File: src/rtl/i2c_pkg.sv
// Shared types and constants for the I2C slave write-receiver.
package i2c_pkg;

  typedef enum logic [2:0] {
    IDLE,
    ADDR,
    ADDR_ACK,
    DATA,
    DATA_ACK,
    IGNORE
  } state_t;

  localparam logic        I2C_RW_WRITE = 1'b0;
  localparam int unsigned BYTE_BITS    = 8;
  localparam int unsigned BIT_CNT_W    = 4;

endpackage

File: src/rtl/i2c_line_filter.sv
// Synchroniser plus stability filter for one I2C line, with edge strobes
// derived from the filtered line and its registered copy.
module i2c_line_filter #(
  parameter int unsigned SYNC_STAGES = 2,
  parameter int unsigned FILTER_LEN  = 3
) (
  input  logic clk,
  input  logic reset,
  input  logic raw,
  output logic line,
  output logic rise_c,
  output logic fall_c
);

  localparam int unsigned CNT_W = (FILTER_LEN > 1) ? $clog2(FILTER_LEN + 1) : 1;

  logic [SYNC_STAGES-1:0] sync;
  logic [CNT_W-1:0]       cnt;
  logic                   line_q;
  logic                   sample;

  assign sample = sync[SYNC_STAGES-1];

  always_ff @(posedge clk or posedge reset) begin
    if (reset) begin
      sync <= '1;
    end else begin
      sync <= {sync[SYNC_STAGES-2:0], raw};
    end
  end

  // Line only follows the synchronised input after FILTER_LEN agreeing samples.
  always_ff @(posedge clk or posedge reset) begin
    if (reset) begin
      line   <= 1'b1;
      line_q <= 1'b1;
      cnt    <= '0;
    end else begin
      line_q <= line;
      if (sample == line) begin
        cnt <= '0;
      end else if (cnt == CNT_W'(FILTER_LEN - 1)) begin
        line <= sample;
        cnt  <= '0;
      end else begin
        cnt <= cnt + CNT_W'(1);
      end
    end
  end

  assign rise_c = line & ~line_q;
  assign fall_c = ~line & line_q;

endmodule

File: src/rtl/i2c_slave_rx.sv
// I2C slave write-receiver: address match, ACK/NACK generation and a
// valid/ready-gated byte output; reads are NACKed.
module i2c_slave_rx #(
  parameter logic [6:0]  SLAVE_ADDR  = 7'h50,
  parameter int unsigned SYNC_STAGES = 2,
  parameter int unsigned FILTER_LEN  = 3
) (
  input  logic       clk,
  input  logic       reset,
  input  logic       scl_in,
  input  logic       sda_in,
  output logic       sda_oe,
  output logic [7:0] rx_data,
  output logic       rx_valid,
  output logic       rx_first,
  input  logic       rx_ready,
  output logic       bus_busy,
  output logic       addr_hit
);

  import i2c_pkg::*;

  logic scl_f, scl_rise, scl_fall;
  logic sda_f, sda_rise, sda_fall;
  logic start_c, stop_c;

  state_t                 state;
  logic [BYTE_BITS-1:0]   shreg;
  logic [BIT_CNT_W-1:0]   bit_cnt;
  logic                   first_flag;
  logic                   ack_pend;

  i2c_line_filter #(.SYNC_STAGES(SYNC_STAGES), .FILTER_LEN(FILTER_LEN)) u_scl_filter (
    .clk    (clk),
    .reset  (reset),
    .raw    (scl_in),
    .line   (scl_f),
    .rise_c (scl_rise),
    .fall_c (scl_fall)
  );

  i2c_line_filter #(.SYNC_STAGES(SYNC_STAGES), .FILTER_LEN(FILTER_LEN)) u_sda_filter (
    .clk    (clk),
    .reset  (reset),
    .raw    (sda_in),
    .line   (sda_f),
    .rise_c (sda_rise),
    .fall_c (sda_fall)
  );

  // Any SDA movement while SCL is high is a bus condition, never a data bit.
  assign start_c = sda_fall & scl_f;
  assign stop_c  = sda_rise & scl_f;

  always_ff @(posedge clk or posedge reset) begin
    if (reset) begin
      state      <= IDLE;
      shreg      <= '0;
      bit_cnt    <= '0;
      first_flag <= 1'b0;
      ack_pend   <= 1'b0;
      sda_oe     <= 1'b0;
      rx_data    <= '0;
      rx_valid   <= 1'b0;
      rx_first   <= 1'b0;
      bus_busy   <= 1'b0;
      addr_hit   <= 1'b0;
    end else begin
      rx_valid <= 1'b0;
      rx_first <= 1'b0;
      if (stop_c) begin
        state    <= IDLE;
        bit_cnt  <= '0;
        ack_pend <= 1'b0;
        sda_oe   <= 1'b0;
        bus_busy <= 1'b0;
        addr_hit <= 1'b0;
      end else if (start_c) begin
        state    <= ADDR;
        bit_cnt  <= '0;
        ack_pend <= 1'b0;
        sda_oe   <= 1'b0;
        bus_busy <= 1'b1;
        addr_hit <= 1'b0;
      end else begin
        case (state)
          ADDR: begin
            if (scl_rise && bit_cnt < BIT_CNT_W'(BYTE_BITS)) begin
              shreg   <= {shreg[BYTE_BITS-2:0], sda_f};
              bit_cnt <= bit_cnt + BIT_CNT_W'(1);
            end else if (scl_fall && bit_cnt == BIT_CNT_W'(BYTE_BITS)) begin
              if (shreg[7:1] == SLAVE_ADDR && shreg[0] == I2C_RW_WRITE) begin
                sda_oe     <= 1'b1;
                addr_hit   <= 1'b1;
                first_flag <= 1'b1;
                state      <= ADDR_ACK;
              end else begin
                sda_oe <= 1'b0;
                state  <= IGNORE;
              end
            end
          end
          ADDR_ACK, DATA_ACK: begin
            if (scl_fall) begin
              sda_oe  <= 1'b0;
              bit_cnt <= '0;
              state   <= DATA;
            end
          end
          DATA: begin
            if (scl_rise && bit_cnt < BIT_CNT_W'(BYTE_BITS)) begin
              shreg   <= {shreg[BYTE_BITS-2:0], sda_f};
              bit_cnt <= bit_cnt + BIT_CNT_W'(1);
            end else if (bit_cnt == BIT_CNT_W'(BYTE_BITS)) begin
              // First cycle at full count decides; the ACK then waits for SCL low.
              if (!ack_pend) begin
                if (rx_ready) begin
                  rx_data    <= shreg;
                  rx_valid   <= 1'b1;
                  rx_first   <= first_flag;
                  first_flag <= 1'b0;
                  ack_pend   <= 1'b1;
                end else begin
                  addr_hit <= 1'b0;
                  state    <= IGNORE;
                end
              end else if (scl_fall) begin
                sda_oe   <= 1'b1;
                ack_pend <= 1'b0;
                state    <= DATA_ACK;
              end
            end
          end
          IGNORE: sda_oe <= 1'b0;
          default: ;
        endcase
      end
    end
  end

endmodule
File: config.mk
export PLATFORM = sky130hd
export DESIGN_NAME = i2c_slave_rx
export DESIGN_NICKNAME = d
export VERILOG_FILES = /design/src/rtl/i2c_pkg.sv /design/src/rtl/i2c_line_filter.sv /design/src/rtl/i2c_slave_rx.sv
export SDC_FILE = /design/constraint.sdc
export NUM_CORES = 1
export LEC_CHECK = 0
export CORE_ASPECT_RATIO = 0.7
export CORE_UTILIZATION = 35
export DETAILED_ROUTE_END_ITERATION = 10
export PLACE_DENSITY_LB_ADDON = 0.12
export SLEW_MARGIN = 20
export SYNTH_ARGS = -nofsm -noshare
export SYNTH_HDL_FRONTEND = slang
export SYNTH_HIERARCHICAL = 1
export SYNTH_SLANG_ARGS = --single-unit
File: constraint.sdc
create_clock -name clk -period 1.9 [get_ports clk]
set_input_delay 0.57 -clock clk [delete_from_list [all_inputs] [get_ports clk]]
set_output_delay 0.57 -clock clk [all_outputs]
set_load 0.02 [all_outputs]
==> metrics.txt, run 1 <==
post-synth top area cell dfrtp_1; register area 0.00106 mm^2; yosys warns 6; Inserted Clock Buffers 5; Tot Pwr between 3 and 4 mW; hold depth 0; row cnt 22; antenna violations before repair 0; worst vdd ir 0.000636 V; Req. time, crit path 1.33 ns; delay-heaviest family, CP buffers and inverters; Syn Inst Count 166; Synth area leaders dfrtp_1 (41%), dfstp_2 (10%), mux2_2 (6.0%); Seq/Total Area, Yosys between 50 and 60%; Reg2Reg Depth 6; fin worst setup slack approximately 0.067 ns; largest net degree at the start of global routing 31; reg2reg setup slack 0.07 ns; fillcell total 493; most frequent cells in the layout dfrtp_1 (34), buf_4 (21), clkdlybuf4s50_1 (16), mux2_2 (11), inv_1 (10); Worst Tran Pin Value ~0.38 ns; Die X 93.7 um; vias in the first global route between 1500 and 2000; Hold Path Origin u_scl_filter/sync[0]; CTS clk-pin slew, worst paths roughly 0.080 ns; diodes inserted 0; post-route ant nets 0; later-pin clock latency in the skew report slightly below 0.3 ns; post-synth cell types 52; Hold WC Path Type register to register; Final Hold Viols 0; die area 0.00620 mm^2; Slew Limit Fails 0; die height approximately 66 um; synthesized flop and latch total 42; P per Cell Area 1240 mW/mm^2; Max clock buf depth 2; Vias 1426; Synth Cell Area 0.00206 mm^2; Placed Cells ~270; R2R Path End state[2]; area occupied by multi-input gates about 930 um^2; Bufs and invs on worst path 1; EDFF count, synth 0; final hold slack approximately 0.36 ns; Setup Viol. Count Final 0; Place WS -0.148 ns; CTS tree yes; Mapped Nets 173; GR Overflow Total 0; DR pass1 iterations 5; main flop type after synthesis dfrtp_1; reg2reg start u_scl_filter/line_q; post-synth top area share approximately 41%; maximum clock frequency around 550 MHz; final worst path period share 96.5%; io pins 18; leakage 1.12 nW; Initial Utilization 37.8%; Period minus WS final 1.83 ns; syn avg cell area ~12 um^2; non-filler cells, final 278; crit path cell chain clkdlybuf4s50_1; average wire per standard cell between 15 and 20 um; Async S/R FF share, synth 100%; worst-path maximum fanout 2; cts hold-fix bufs 0; core area 0.00545 mm^2; CP max-delay cell clkdlybuf4s50_1; Worst setup EP type output pin; critical path class register to output pin; hold path endpoint u_scl_filter/sync[1]; Startpoint Class register; commonest non-fill, non-tap cell in the layout dfrtp_1; arrival time at the worst endpoint 1.26 ns; drt total wl 4.18 mm; slew margin rel. 73.8%; root buffer cell clkbuf_8; share of layout cells above drive strength 1 roughly 37%; global placement routability congestion ~0.86; GRT Util Overall 15.6%; RSZ-0062 raised after global routing yes; Via density between 5 and 6; port bufs 17; Critical Path Max Stage Delay about 0.6 ns; max-cap violations 0; dpl hpwl just over 3 mm; synth-to-layout area growth 25.5%; wire length of the first global-routing pass slightly above 7 mm; H-tree levels 2; clk sinks 42; Iter 0 DRT Violations 73; DRC 0; final net count 212; status finished, final reports clean; Worst Clk Skew 0.00934 ns; crit path launch rx_data[1]
## through the flow
step / setup TNS [ns] / area, um^2 / utilization (%)
5_1_grt: -0.00110 / 2580 / 47.4
3_3_place_gp: -1.03 / 2440 / 44.8
6_report: 0 / 2580 / 47.4
2_1_floorplan: 0 / 2070 / -
3_5_place_dp: -1.07 / 2440 / 44.8
4_1_cts: 0 / 2550 / 46.9
## registers in the layout, summed over array words and instances (netlist names)
name / cells
ack_pend: 1
addr_hit: 1
bit_cnt: 4
bus_busy: 1
first_flag: 1
rx_data: 8
rx_first: 1
rx_valid: 1
sda_oe: 1
shreg: 8
state: 3
u_scl_filter/cnt: 2
u_scl_filter/line: 1
u_scl_filter/line_q: 1
u_scl_filter/sync: 2
u_sda_filter/cnt: 2
u_sda_filter/line: 1
u_sda_filter/line_q: 1
u_sda_filter/sync: 2
## layer usage
| layer | track usage (%) | vias to the layer above | part of all wire [%] |
|---|---|---|---|
| met4 | 4.81 | 0 | 1.7 |
| met5 | 0 | - | 0 |
| met1 | 21.2 | 702 | 51 |
| met3 | 5.17 | 9 | 4.7 |
| met2 | 23.6 | 38 | 43 |
| li1 | - | 677 | - |
## layout make-up
type	count	share of cell area [%]
clock buffer	6	2.81
clock inverter	2	1.45
inverter	10	1.45
multi-input combinational	107	36.2
sequential	42	41.1
tap	72	3.49
timing repair buffer	39	13.6
## logic make-up (layout without fill, tap and decap cells)
| kind of cell | after synthesis | count (layout) | synth area share, % |
|---|---|---|---|
| AO/OA/AOI/OAI | 29 | 29 | 10.9 |
| XOR/XNOR | 3 | 3 | 1.28 |
| adder cells (fa/ha/maj) | 2 | 2 | 1.21 |
| buffers and inverters | 17 | 57 | 4.37 |
| flip-flops | 42 | 42 | 51.5 |
| multiplexers | 21 | 21 | 12.8 |
| AND/OR/NAND/NOR | 52 | 52 | 17.9 |
## Yosys cell counts (2+ instances only)
master / count
nor3b_2: 2
nor3_1: 4
nand2b_1: 2
and2b_1: 3
nor2_1: 7
buf_2: 3
buf_6: 2
nand4b_1: 2
nand2_1: 7
nor3_2: 2
mux2_2: 11
nor2b_4: 2
nor3b_1: 3
a21oi_1: 2
a311oi_1: 2
mux2i_1: 2
mux2_4: 8
and2_1: 3
dfstp_2: 8
nor2b_1: 3
nor4_1: 2
ha_1: 2
a211oi_1: 3
or4b_4: 2
inv_1: 10
a31oi_1: 3
o21ai_0: 6
xnor2_1: 2
dfrtp_1: 34
buf_4: 2
## worst max path at each step
| stage | to | slack (ns) | cells after the start |
|---|---|---|---|
| final | rx_data[1] | 0.07 | 1 |
| after floorplan | rx_data[0] | 0.001 | 6 |
| after global placement | rx_data[5] | -0.13 | 5 |
| after CTS | rx_data[3] | 0.003 | 5 |
| after global routing | state[1] | -0.001 | 6 |
| after detailed placement | rx_data[3] | -0.15 | 5 |
## timing repair
item	CTS	global route
gates resized for setup	1	7
setup buffers	0	1
endpoints found under the setup margin	11	15
pin swaps	0	1
## report_power, final
group / total, mW / switching, mW / leakage (nW) / internal (mW)
Combinational: 1.22 / 0.582 / 0.537 / 0.641
Sequential: 1.29 / 0.178 / 0.534 / 1.11
Clock: 0.692 / 0.300 / 0.0514 / 0.392
Total: 3.20 / 1.06 / 1.12 / 2.14
(Power assumes the default switching activity.)
==> run 2: changes to the inputs <==
--- a/config.mk
+++ b/config.mk
@@ -8,6 +8,7 @@
 export CORE_ASPECT_RATIO = 0.7
 export CORE_UTILIZATION = 35
 export DETAILED_ROUTE_END_ITERATION = 10
+export HOLD_SLACK_MARGIN = 0.15
 export PLACE_DENSITY_LB_ADDON = 0.12
 export SLEW_MARGIN = 20
 export SYNTH_ARGS = -nofsm -noshare
==> results of run 2 <==
Same layout as run 1: the final DEF is identical, and so are final timing and power.
==> run 3: changes to the inputs <==
--- a/config.mk
+++ b/config.mk
@@ -7,6 +7,8 @@
 export LEC_CHECK = 0
 export CORE_ASPECT_RATIO = 0.7
 export CORE_UTILIZATION = 35
+export CTS_BUF_LIST = sky130_fd_sc_hd__clkbuf_4
+export CTS_CLUSTER_DIAMETER = 150
 export DETAILED_ROUTE_END_ITERATION = 10
 export HOLD_SLACK_MARGIN = 0.15
 export PLACE_DENSITY_LB_ADDON = 0.12
==> metrics.txt, run 3 (synthesis results as in run 1) <==
largest net degree at the start of global routing 31 (unchanged); worst vdd ir 0.000596 V (-6.3%); Via density 5.22 (+1.8%); Req. time, crit path 2.15 ns (+0.82 ns); reg2reg start u_sda_filter/line; final hold slack 0.365 ns (+0.00656 ns); Die X 93.7 um (unchanged); hold depth 0 (unchanged); fillcell total 505 (+2.4%); maximum clock frequency 536 MHz (-1.7%); Iter 0 DRT Violations 67 (-8.2%); vias in the first global route 1535 (unchanged); most frequent cells in the layout dfrtp_1 (34), buf_4 (20), inv_1 (10), mux2_2 (10); CTS clk-pin slew, worst paths 0.13 ns (+0.05 ns); GRT Util Overall 15.6% (-0.025 points); final worst path period share 98.2% (+1.7 points); RSZ-0062 raised after global routing yes; reg2reg setup slack 0.03 ns (-0.03 ns); arrival time at the worst endpoint 2.12 ns (+0.86 ns); H-tree levels 2 (unchanged); max-cap violations 0 (unchanged); R2R Path End rx_data[5]; Slew Limit Fails 0 (unchanged); Worst Clk Skew 0.0157 ns (+0.00639 ns); Hold WC Path Type register to register; Largest regs rx_data (8), shreg (8), bit_cnt (4); CTS tree yes; register area 0.00106 mm^2 (unchanged); cts hold-fix bufs 0 (unchanged); die height 66.2 um (unchanged); DR pass1 iterations 4 (-1); Final Hold Viols 0 (unchanged); root buffer cell clkbuf_4; worst-path maximum fanout 9 (+7); GR Overflow Total 0 (unchanged); drt total wl 4.19 mm (+0.24%); port bufs 17 (unchanged); final net count 211 (-0.47%); Setup Viol. Count Final 0 (unchanged); leakage 1.20 nW (+6.9%); critical path class register to register; Reg2Reg Depth 5 (-1); crit path launch u_sda_filter/line; Vias 1446 (+1.4%); clk sinks 42 (unchanged); later-pin clock latency in the skew report 0.35 ns (+0.06 ns); core area 0.00545 mm^2 (unchanged); antenna violations before repair 0 (unchanged); Tot Pwr 3.06 mW (-4.2%); status finished, final reports clean; wire length of the first global-routing pass 7.33 mm (+0.95%); die area 0.00620 mm^2 (unchanged); share of layout cells above drive strength 1 37.1% (+0.18 points); Initial Utilization 37.8% (unchanged); Inserted Clock Buffers 5 (unchanged); row cnt 22 (unchanged); post-cts repair resize count 11 (+10); post-route ant nets 0 (unchanged); average wire per standard cell 15.1 um (+0.60%); io pins 18 (unchanged); Max clock buf depth 2 (unchanged); slew margin rel. 72.6% (-1.2 points); diodes inserted 0 (unchanged); Startpoint Class register; setup bufs post-CTS 0 (unchanged); P per Cell Area 1200 mW/mm^2 (-3.0%); Period minus WS final 1.87 ns (+0.0326 ns); DRC 0 (unchanged); Critical Path End rx_data[5]; Worst setup EP type register; global placement routability congestion 0.856 (unchanged); area occupied by multi-input gates 940 um^2 (+0.54%); Worst Tran Pin Value 0.411 ns (+0.0280 ns); dpl hpwl 3.05 mm (unchanged); synth-to-layout area growth 23.8%; commonest non-fill, non-tap cell in the layout dfrtp_1
-- run 3: changes by cell type in the layout (fill, tap and decap cells not counted), moves of 3 or more --
cell,delta
clkbuf_4,+6
dlymetal6s2s_1,+3
dlygate4sd2_1,+9
clkdlybuf4s50_1,-12
clkbuf_8,-5
-- run 3: critical path: stages, from the launching register on --
cell and delay [ns]:
dfstp_2 0.56, and2b_1 0.20, o21a_4 0.27, nor3_4 0.23, buf_12 0.16, mux2_2 0.33
-- run 3: report_power, final --
group | switching, mW | internal [mW]
combinational | 0.578 | 0.621
sequential | 0.177 | 1.11
clock | 0.290 | 0.292
-- run 3: worst min-delay path by stage --
| stage | from | endpoint | slack, ns |
|---|---|---|---|
| final | u_scl_filter/sync[0] | u_scl_filter/sync[1] | 0.36 |
| after global routing | u_scl_filter/sync[0] | u_scl_filter/sync[1] | 0.37 |
| after CTS | u_scl_filter/sync[0] | u_scl_filter/sync[1] | 0.37 |
| after floorplan | u_scl_filter/sync[0] | u_scl_filter/sync[1] | 0.35 |
| after detailed placement | u_scl_filter/sync[0] | u_scl_filter/sync[1] | 0.35 |
| after global placement | u_scl_filter/sync[0] | u_scl_filter/sync[1] | 0.35 |
-- run 3: final cells by class --
cell class	instances	share of cell area, %
well taps	72	3.53
inverters	10	1.47
clock inverters	2	1.47
flip-flops and latches	42	41.6
multi-input cells	107	36.8
clock buffers	6	1.77
repair buffers	38	13.3
-- run 3: routing by layer --
| layer | GRT usage (%) | up-vias | share of wire (%) |
|---|---|---|---|
| met3 | 3.68 | 9 | 4.0 |
| met4 | 5.38 | 0 | 1.3 |
| met5 | 0 | - | 0 |
| met1 | 21.7 | 722 | 51 |
| li1 | - | 680 | - |
| met2 | 23.9 | 35 | 44 |
-- run 3: per-stage QoR --
step | utilization (%) | TNS, ns | setup WS [ns] | area (um^2) | instances
floorplan | - | 0 | 0.00124 | 2070 | 166
global placement | 44.8 | -1.03 | -0.130 | 2440 | 269
detailed placement | 44.8 | -1.07 | -0.148 | 2440 | 269
CTS | 46.3 | 0 | 0.0108 | 2520 | 277
global route | 46.8 | -0.112 | -0.0202 | 2550 | 277
finish | 46.8 | 0 | 0.0347 | 2550 | 277
